### src/rtl/sfr_gpio_bank.sv
// Memory-mapped GPIO SFR bank: per port OUT, DIR, IN and edge FLAG registers.
// Define SFR_GPIO_IRQ_EN to build the FLAG/edge-detect/IRQ logic; otherwise r=3 reads 0.
module sfr_gpio_bank #(
    parameter int unsigned ADDR_W    = 8,
    parameter int unsigned DATA_W    = 8,
    parameter int unsigned N_PORTS   = 2,
    parameter int unsigned BASE_ADDR = 1
) (
    input  logic                        clk,
    input  logic                        rst_n,
    input  logic [ADDR_W-1:0]           addr,
    input  logic                        mw,
    input  logic                        mr,
    input  logic [DATA_W-1:0]           wdata,
    output logic [DATA_W-1:0]           rdata,
    output logic                        ram_en,
    input  logic [N_PORTS*DATA_W-1:0]   pin_in,
    output logic [N_PORTS*DATA_W-1:0]   pin_out,
    output logic [N_PORTS*DATA_W-1:0]   pin_oe,
    output logic                        irq
);

    localparam longint unsigned WinEnd = longint'(BASE_ADDR) + 4 * longint'(N_PORTS);

    if (ADDR_W < 3 || ADDR_W > 32 || N_PORTS < 1 || N_PORTS > 16 ||
        WinEnd > (64'd1 << ADDR_W)) begin : g_bad_cfg
        $error("sfr_gpio_bank: SFR window does not fit the address space");
    end

    localparam logic [ADDR_W:0] BaseExt = (ADDR_W+1)'(BASE_ADDR);
    localparam logic [ADDR_W:0] WinSize = (ADDR_W+1)'(4 * N_PORTS);

    typedef logic [N_PORTS-1:0][DATA_W-1:0] bank_t;

    logic [ADDR_W:0]   off_ext;
    logic              in_win;
    logic [1:0]        reg_sel;
    logic [ADDR_W-3:0] port_idx;

    bank_t out_q, out_d;
    bank_t dir_q, dir_d;
    bank_t sync1_q, sync2_q;
    logic [DATA_W-1:0] rdata_q, rdata_d;

    // Below BASE_ADDR the subtraction borrows into the extra MSB.
    assign off_ext  = {1'b0, addr} - BaseExt;
    assign in_win   = ~off_ext[ADDR_W] && (off_ext < WinSize);
    assign reg_sel  = off_ext[1:0];
    assign port_idx = off_ext[ADDR_W-1:2];
    assign ram_en   = ~in_win;

`ifdef SFR_GPIO_IRQ_EN
    bank_t dly_q;
    bank_t flag_q, flag_d;
    logic  irq_q;
`endif

    always_comb begin
        out_d   = out_q;
        dir_d   = dir_q;
        rdata_d = '0;
`ifdef SFR_GPIO_IRQ_EN
        // Rising-edge set takes priority over a same-cycle write-1-to-clear.
        flag_d  = flag_q;
`endif
        for (int i = 0; i < int'(N_PORTS); i++) begin
`ifdef SFR_GPIO_IRQ_EN
            if (mw && in_win && port_idx == (ADDR_W-2)'(i) && reg_sel == 2'd3) begin
                flag_d[i] = flag_d[i] & ~wdata;
            end
            flag_d[i] = flag_d[i] | (sync2_q[i] & ~dly_q[i]);
`endif
            if (in_win && port_idx == (ADDR_W-2)'(i)) begin
                if (mw) begin
                    case (reg_sel)
                        2'd0:    out_d[i] = wdata;
                        2'd1:    dir_d[i] = wdata;
                        default: ;
                    endcase
                end
                if (mr) begin
                    case (reg_sel)
                        2'd0:    rdata_d = out_q[i];
                        2'd1:    rdata_d = dir_q[i];
                        2'd2:    rdata_d = sync2_q[i];
`ifdef SFR_GPIO_IRQ_EN
                        default: rdata_d = flag_q[i];
`else
                        default: rdata_d = '0;
`endif
                    endcase
                end
            end
        end
    end

    always_ff @(posedge clk or negedge rst_n) begin
        if (!rst_n) begin
            out_q   <= '0;
            dir_q   <= '0;
            sync1_q <= '0;
            sync2_q <= '0;
            rdata_q <= '0;
        end else begin
            out_q   <= out_d;
            dir_q   <= dir_d;
            sync1_q <= pin_in;
            sync2_q <= sync1_q;
            rdata_q <= rdata_d;
        end
    end

`ifdef SFR_GPIO_IRQ_EN
    always_ff @(posedge clk or negedge rst_n) begin
        if (!rst_n) begin
            dly_q  <= '0;
            flag_q <= '0;
            irq_q  <= 1'b0;
        end else begin
            dly_q  <= sync2_q;
            flag_q <= flag_d;
            irq_q  <= |flag_q;
        end
    end

    assign irq = irq_q;
`else
    assign irq = 1'b0;
`endif

    assign rdata   = rdata_q;
    assign pin_out = out_q;
    assign pin_oe  = dir_q;

endmodule
### config.mk
export PLATFORM = sky130hd
export DESIGN_NAME = sfr_gpio_bank
export DESIGN_NICKNAME = d
export VERILOG_FILES = /design/src/rtl/sfr_gpio_bank.sv
export SDC_FILE = /design/constraint.sdc
export NUM_CORES = 1
export LEC_CHECK = 0
export CAP_MARGIN = 0
export CORE_MARGIN = 3
export CORE_UTILIZATION = 44
export CTS_BUF_LIST = sky130_fd_sc_hd__clkbuf_8
export CTS_CLUSTER_SIZE = 10
export DETAILED_ROUTE_END_ITERATION = 10
export GPL_ROUTABILITY_DRIVEN = 0
export PLACE_DENSITY = 0.77
export SYNTH_ARGS = -nofsm -noshare
export SYNTH_HDL_FRONTEND = slang
export SYNTH_SLANG_ARGS = --single-unit
### constraint.sdc
create_clock -name clk -period 1.6 [get_ports clk]
set_input_delay 0.48 -clock clk [delete_from_list [all_inputs] [get_ports clk]]
set_output_delay 0.48 -clock clk [all_outputs]
set_load 0.01 [all_outputs]
Word-level counts from Yosys, hierarchy flattened --
Index checks and enable logic that the tools add are counted.
Word-level totals: logic and storage cells 31, output and inout port bits 42, input bits 36, register bits after elaboration 72
Cells by class: add/sub/neg operators 1, bitwise gates (word level) 2, reductions and logical operators 9, mux-type cells 6, equal/unequal tests 3, $lt $le $gt $ge 1
Operators with widths (count):
- case mux 8 bit (3 select lines) | 2
- 2-to-1 mux 8 bit | 4
- AND reduction 3 bit | 4
- < comparator 9 x 4 -> 1 bit (second input constant) | 1
- subtractor 8 x 1 -> 9 bit (second input constant) | 1
- equality test 6 x 1 -> 1 bit (second input constant) | 1
- logical NOT 6 bit | 1
- logical AND 1 bit | 3
- equality test 2 x 1 -> 1 bit (second input constant) | 1
- equality test 2 bit (second input constant) | 1
- logical NOT 2 bit | 1
- NOT 1 bit | 2

Longest topological paths before layout --
Gate-level depths: netlist (run 1).
depth after elaboration 7, gate-level depth with buffers 6, gate-level depth less buffers 4

Worst setup path after synthesis (run 1) --
No wires, ideal clock.
path kind input -> register, from input addr[6], to register dir_q, in the netlist pin_oe[0], cell stages on the path 4, setup slack -0.174 ns, data arrival time 1.649 ns, path buffers 0, library setup time 0.125 ns, required time 1.475 ns, cell sequence nor4_4 -> nand2_2 -> nor3b_4 -> mux2_2
Between the ends: word-level cells in the longest chain between the ends 5, elaborated cells between the ends (all ways) 7, classes of those cells add/sub: 1; order compare: 1; bitwise: 1; reduce/logical: 4
Ends and longest elaborated chain:
- from (decl) | RTL line 11 | input logic [ADDR_W-1:0] addr,
- subtractor 8 x 1 -> 9 bit (*) | RTL line 46 | assign off_ext = {1'b0, addr} - BaseExt;
- < comparator 9 x 4 -> 1 bit / NOT 1 bit (equally long branches) | RTL line 47 | assign in_win = ~off_ext[ADDR_W] && (off_ext < WinSize);
- logical AND 1 bit | RTL line 47
- logical AND 1 bit (*) | RTL line 73 | if (in_win && port_idx == (ADDR_W-2)'(i)) begin
- AND reduction 3 bit (no source line) (*)
- to (signal assigned) | RTL line 106 | dir_q <= dir_d;
- to (decl) | RTL line 41 | bank_t dir_q, dir_d;
Mark *: on every way between the ends. The rest lies on a longest branch, timed or not. A chain may end at the register's enable or synchronous reset.

Final worst setup path (run 1) --
from input addr[0], to output ram_en
Between the ends: word-level cells in the longest chain between the ends 4, elaborated cells between the ends (all ways) 5, classes of those cells add/sub: 1; order compare: 1; bitwise: 2; reduce/logical: 1
Ends and longest elaborated chain:
- subtractor 8 x 1 -> 9 bit (*) | RTL line 46
- < comparator 9 x 4 -> 1 bit / NOT 1 bit (equally long branches) | RTL line 47
- logical AND 1 bit (*) | RTL line 47
- NOT 1 bit (*) | RTL line 50 | assign ram_en = ~in_win;
- to (decl) | RTL line 16 | output logic ram_en,
Marks and branches as above.

==> summary.md, run 1 <==
| Metric | Value |
|---|---|
| Initial antenna violation count | `0` |
| Worst min path class | `in2async` |
| Fill count | `~470` |
| Clk pin slew, worst setup/hold paths | `0.07 ns` |
| Area fraction of the dominant cell type after synthesis | `0.644` |
| Gate power share | `0.113` |
| Core ar. | `approximately 6000 um^2` |
| Syn_area_per_cell | `15.4 um^2` |
| CP arrival | `between 1 and 1.5 ns` |
| Crit-path max FO | `2` |
| Setup violations, final | `0` |
| Routed wire length per instance | `17.7 um` |
| Final Total Pwr | `3820 uW` |
| Syn Nets | `approximately 220` |
| Critical Path Start | `addr[0]` |
| Die Y-Extent | `roughly 86 um` |
| Yosys cell types | `26` |
| Worst-path cell chain | `buf_8, nor3_4, xnor2_1, nand2_1, buf_2` |
| Fin. max-slew vios | `0` |
| Post-route minimum period | `1.60 ns` |
| Initial DRT Pass Iterations | `4` |
| Via density | `around 5.2` |
| Placed Area | `3820 um^2` |
| Crit path buffers/inverters | `2` |
| Util after Layout | `0.683` |
| Sw frac | `0.230` |
| Clock latency on the worst-skew pair | `0.33 ns` |
| Compound-Gate Fraction of Synth Area | `0.0805` |
| Most common cell after layout, fill and taps aside | `dfrtp_1` |
| CTS Buf Count | `9` |
| Most frequent cells in the layout | `dfrtp_1, dlygate4sd2_1, mux2_2` |
| Final net count | `321` |
| CTS Root Cell | `clkbuf_8` |
| Post-Synth Simple-Gate Area | `0.0595` |
| Post-synthesis mux area share | `0.193` |
| Status | `finished, final reports clean` |
| Layout Area Growth over Synthesis | `47.2%` |
| PD cells | `between 900 and 1000 nW/um^2` |
| VDD IR max | `689 uV` |
| Area contributors post-synth | `dfrtp_1, mux2_2, a22o_1` |
| CTS max path bufs | `2` |
| Fin. Hold Viols | `0` |
| Multi-input gate area | `roughly 1100 um^2` |
| Max H-tree Level | `3` |
| Cell area after synthesis | `approximately 2800 um^2` |
| Startpoint class of the critical path | `primary input` |
| LEAKAGE | `roughly 0.0021 uW` |
| Final setup margin | `0.00283 ns` |
| Largest family of logic cells by synthesized area | `multiplexers` |
| CTS tree | `yes` |
| Synthesized instance count | `182` |
| Number of diodes | `0` |
| Clock share of power | `0.380` |
| Grt total ovfl | `0` |
| Adder-Cell Fraction of Synth Area | `0` |
| Initial Util | `0.464` |
| Maximum clock rate | `626 MHz` |
| Num Clock Sinks | `72` |
| Final Non-Filler Cells | `365` |
| Drc violations | `0` |
| Row cnt | `28` |
| Max_cap viols | `0` |
| Final period util | `0.998` |
| Crit-path slowest cell | `nor3_4` |
| Switch Pwr | `877 uW` |
| Final wirelength | `~6500 um` |
| Buffers added on ports | `76` |
| CP Capture Type | `primary output` |
| First-pass GRT wire length | `10500 um` |
| Pint | `2940 uW` |
| Placement Setup Slack | `-0.746 ns` |
| Cell taking the most area after synthesis | `dfrtp_1` |
| Die ar. | `7350 um^2` |
| Largest incremental delay on the critical path | `0.20 ns` |
| Max Clock Skew | `between 0.005 and 0.006 ns` |
| FF+latch count, synth | `72` |
| Total track usage | `0.191` |
| Fin area | `4120 um^2` |
| R2R Setup Slk | `about 0.34 ns` |
| R2r startpoint | `pin_out[13]` |
| RSZ-0062 raised after global routing | `true` |
| Layout cells sized above 1 | `0.369` |
| Largest net degree at the start of global routing | `48` |
| Xor/xnor cell area share of the yosys netlist | `0.00313` |
| CP required | `around 1.1 ns` |
| Num ports | `just under 80` |
| Placed insts | `about 350` |
| Vias | `between 1500 and 2000` |
| Die width | `~86 um` |
| Flop pwr share | `0.508` |
| Starting DRC count in detailed routing | `between 100 and 150` |
| Vias in the first global route | `~2000` |
| Delay-heaviest family, CP | `simple AND/OR/NAND/NOR gates` |
| YS warnings | `0` |
| CP Class | `in2out` |
| FF/Latch Area | `1800 um^2` |
| Final ANT Viol Nets | `0` |
| Post-DP HPWL | `between 4000 and 5000 um` |
| Register area share after synthesis | `0.644` |
## cell usage after synthesis (all sizes together)
cell type and number:
conb 1, nor2b 3, nor3b 2, nand4 2, xnor2 1, nor4bb 1, dfrtp 72, a22o 16
a32oi 7, nand3 1, nor2 8, nand2 3, o21ai 2, a21oi 1, nand2b 1, clkbuf 3
buf 7, nor3 1, o2bb2ai 1, mux2 48, nor4 1
## metrics by stage
step | TNS (ns) | hold slack, ns
floorplan | -3.13 | 0.184
global placement | -25.73 | 0.333
detailed placement | -27.82 | 0.335
CTS | -0.0171 | 0.124
global route | -0.574 | 0.130
finish | 0 | 0.131
## kinds of logic (layout without fill, tap and decap cells)
group,after synthesis,in the layout
DFF,72,72
muxes,48,48
AOI/OAI and AO/OA,27,27
and+or+nand+nor,23,23
buffers and inverters,10,118
other,1,1
xor gates and xnor gates,1,1
## state kept, by name, indices dropped and copies added, names as in the netlist
signal   count
pin_oe      16
sync2_q     16
pin_out     16
sync1_q     16
rdata        8
## worst paths after layout
path,cells after the start,to
worst max-delay path,5,ram_en
worst min-delay path,2,sync1_q[14]
worst max register to register,4,rdata[5]
worst min register to register,0,sync2_q[8]
max in group asynchronous,2,rdata[5]
min in group clk,0,sync2_q[8]
## power groups by stage
stage | clock [uW] | combinational, uW | sequential (uW)
2_1_floorplan | 0 | 141 | 1980
3_5_place_dp | 0 | 433 | 1980
4_1_cts | 1490 | 418 | 1940
6_report | 1450 | 430 | 1940
5_1_grt | 1580 | 467 | 1950
3_3_place_gp | 0 | 426 | 1970
## metal layers
layer / global-route usage / share of wire
met1: 0.251 / 0.44
met5: 0 / 0
met4: 0.0647 / 0.0068
met2: 0.308 / 0.49
met3: 0.0519 / 0.058
## repair_timing
item                                    4_1_cts  5_1_grt
endpoints found under the setup margin       81       20
setup buffers                                 2        1
pin swaps                                     5        6
resized for setup                            92       19
hold buffers                                  0        0
## final cells by class
class                   instances  share of cell area
well taps                      75              0.0228
clock buffers                  11              0.0368
clock inverters                 5              0.0137
repair buffers                102               0.233
multi-input cells             100               0.256
flip-flops and latches         72               0.438
Note: power is estimated with default switching activity, not from simulation.
==> run 2, diff against run 1 <==
==> constraint.sdc (replaced) <==
create_clock -name clk -period 1.6 [get_ports clk]
set_input_delay 0.48 -clock clk [delete_from_list [all_inputs] [get_ports clk]]
set_output_delay 0.48 -clock clk [all_outputs]
set_load 0.1 [all_outputs]
==> summary.md, run 2 (synthesized netlist as in run 1, its figures left out) <==
| Metric | Value |
|---|---|
| Status | `finished with violations` |
| Failing checks | `negative setup slack` |
| LEAKAGE | `0.00215 uW (+3.2%)` |
| Clock share of power | `0.324 (-0.056)` |
| Most common cell after layout, fill and taps aside | `dfrtp_1` |
| Fill count | `326 (-30%)` |
| Gate power share | `0.204 (+0.091)` |
| Post-DP HPWL | `4940 um (+15%)` |
| Routed wire length per instance | `18.9 um (+6.7%)` |
| Max H-tree Level | `3 (unchanged)` |
| Vias in the first global route | `2089 (+2.6%)` |
| Max_cap viols | `0 (unchanged)` |
| CTS Root Cell | `clkbuf_8` |
| Initial DRT Pass Iterations | `4 (unchanged)` |
| Final period util | `1.08 (+0.0808)` |
| VDD IR max | `755 uV (+9.6%)` |
| Met3 Resource Use GR | `0.0432 (-0.00865)` |
| Final wirelength | `7080 um (+9.6%)` |
| Clock latency on the worst-skew pair | `0.34 ns (about the same)` |
| Startpoint class of the critical path | `primary input` |
| Final Total Pwr | `4180 uW (+9.3%)` |
| Row cnt | `28 (unchanged)` |
| Initial antenna violation count | `0 (unchanged)` |
| Post-route minimum period | `1.73 ns (+0.129 ns)` |
| Largest net degree at the start of global routing | `73 (+52%)` |
| Die Y-Extent | `85.7 um (unchanged)` |
| Gr busiest metal | `met2` |
| CTS max path bufs | `2 (unchanged)` |
| Drc violations | `0 (unchanged)` |
| Sw frac | `0.279 (+0.0499)` |
| Final Non-Filler Cells | `375 (+2.7%)` |
| Final net count | `332 (+3.4%)` |
| Starting DRC count in detailed routing | `97 (-23%)` |
| PD cells | `892 nW/um^2 (-3.8%)` |
| Fin. Hold Viols | `0 (unchanged)` |
| Number of diodes | `0 (unchanged)` |
| Max Clock Skew | `0.00502 ns (-0.000638 ns)` |
| Fin. max-slew vios | `0 (unchanged)` |
| Worst min path class | `in2async` |
| Crit-path max FO | `3 (+1)` |
| Layout Area Growth over Synthesis | `67.3%` |
| CP required | `1.12 ns (about the same)` |
| Num ports | `78 (unchanged)` |
| Switch Pwr | `1170 uW (+33%)` |
| Final setup margin | `-0.126 ns (-0.129 ns)` |
| CTS tree | `yes` |
| Total track usage | `0.200 (+0.00883)` |
| Routing usage on met2 | `0.324 (+0.0162)` |
| Die width | `85.7 um (unchanged)` |
| CTS Buf Count | `9 (unchanged)` |
| Flop pwr share | `0.472 (-0.036)` |
| RSZ-0062 raised after global routing | `true` |
| CP Class | `in2out` |
| Final ANT Viol Nets | `0 (unchanged)` |
| Placed insts | `348 (+0.58%)` |
| Grt total ovfl | `0 (unchanged)` |
| Num Clock Sinks | `72 (unchanged)` |
| Clk pin slew, worst setup/hold paths | `0.07 ns (about the same)` |
| Vias | `1977 (+3.3%)` |
| Via density | `5.27 (+0.54%)` |
| Buffers added on ports | `76 (unchanged)` |
| First-pass GRT wire length | `10900 um (+3.9%)` |
| Pint | `3010 uW (+2.3%)` |
| Setup violations, final | `14 (+14)` |
| Most frequent cells in the layout | `dfrtp_1, buf_12, mux2_2` |
| Layout cells sized above 1 | `0.557 (+0.188)` |
| Met1 Usage GRT | `0.259 (+0.00800)` |
| Maximum clock rate | `579 MHz (-7.5%)` |
| CP arrival | `1.25 ns (+0.13 ns)` |
| Reg2Reg Depth | `4 (unchanged)` |
| Core ar. | `6030 um^2 (unchanged)` |
| Initial Util | `0.464 (unchanged)` |
| R2R Setup Slk | `0.31 ns (-0.03 ns)` |
| Die ar. | `7350 um^2 (unchanged)` |
| CP Capture Type | `primary output` |
[run 2: cell types whose count changed in the layout (fill, tap and decap cells not counted), sizes merged]
cell,change
buf,+51
clkbuf,-1
clkinv,+3
clkinvlp,-3
dlygate4sd2,-40
[run 2: stage by stage]
step	TNS, ns	cell area, um^2	hold slack (ns)	worst slack (ns)	utilization
5_1_grt	-1.47	4680	0.170	-0.160	0.777
3_5_place_dp	-26.02	4240	0.335	-0.688	0.704
6_report	-0.526	4680	0.149	-0.126	0.777
3_3_place_gp	-24.63	4240	0.333	-0.653	0.704
4_1_cts	-0.273	4560	0.157	-0.131	0.756
2_1_floorplan	-3.75	2820	0.184	-0.154	-
[run 2: metal layers]
layer,part of all wire,up-vias
met5,0,-
met4,0.017,0
met3,0.051,13
met2,0.50,65
met1,0.43,1005
li1,-,894
[run 2: power by group through the flow]
stage	Sequential, uW	Clock, uW	Combinational (uW)
6_report	1970	1350	852
5_1_grt	1980	1460	886
3_3_place_gp	2000	0	797
2_1_floorplan	2250	0	156
4_1_cts	1970	1390	836
3_5_place_dp	2000	0	807
[run 2: area by class of cell]
class / count / area (um^2) / share of cell area
clock buffers: 10 / 138 / 0.0294
clock inverters: 5 / 48.8 / 0.0104
multi-input cells: 100 / 1080 / 0.231
flip-flops and latches: 72 / 1810 / 0.387
well taps: 75 / 93.8 / 0.0201
repair buffers: 113 / 1510 / 0.322
[run 2: critical path, cell delays in order]
cell and delay, ns:
buf_8 0.10, nor3_4 0.28, xnor2_4 0.16, nand2_4 0.07, buf_12 0.16
[run 2: timing repair]
action	in CTS	in global routing
buffers inserted	4	8
hold buffers	0	0
resized for setup	59	13
cloned	0	0
pin swaps	7	6
endpoints found under the setup margin	41	39
[run 2: worst paths after layout]
path                        startpoint          end
setup reg to reg           pin_out[15]     rdata[7]
hold / removal                   rst_n   sync1_q[4]
min in group clk           sync1_q[14]  sync2_q[14]
hold reg to reg            sync1_q[14]  sync2_q[14]
setup / recovery               addr[1]       ram_en
max in group asynchronous        rst_n  pin_out[15]
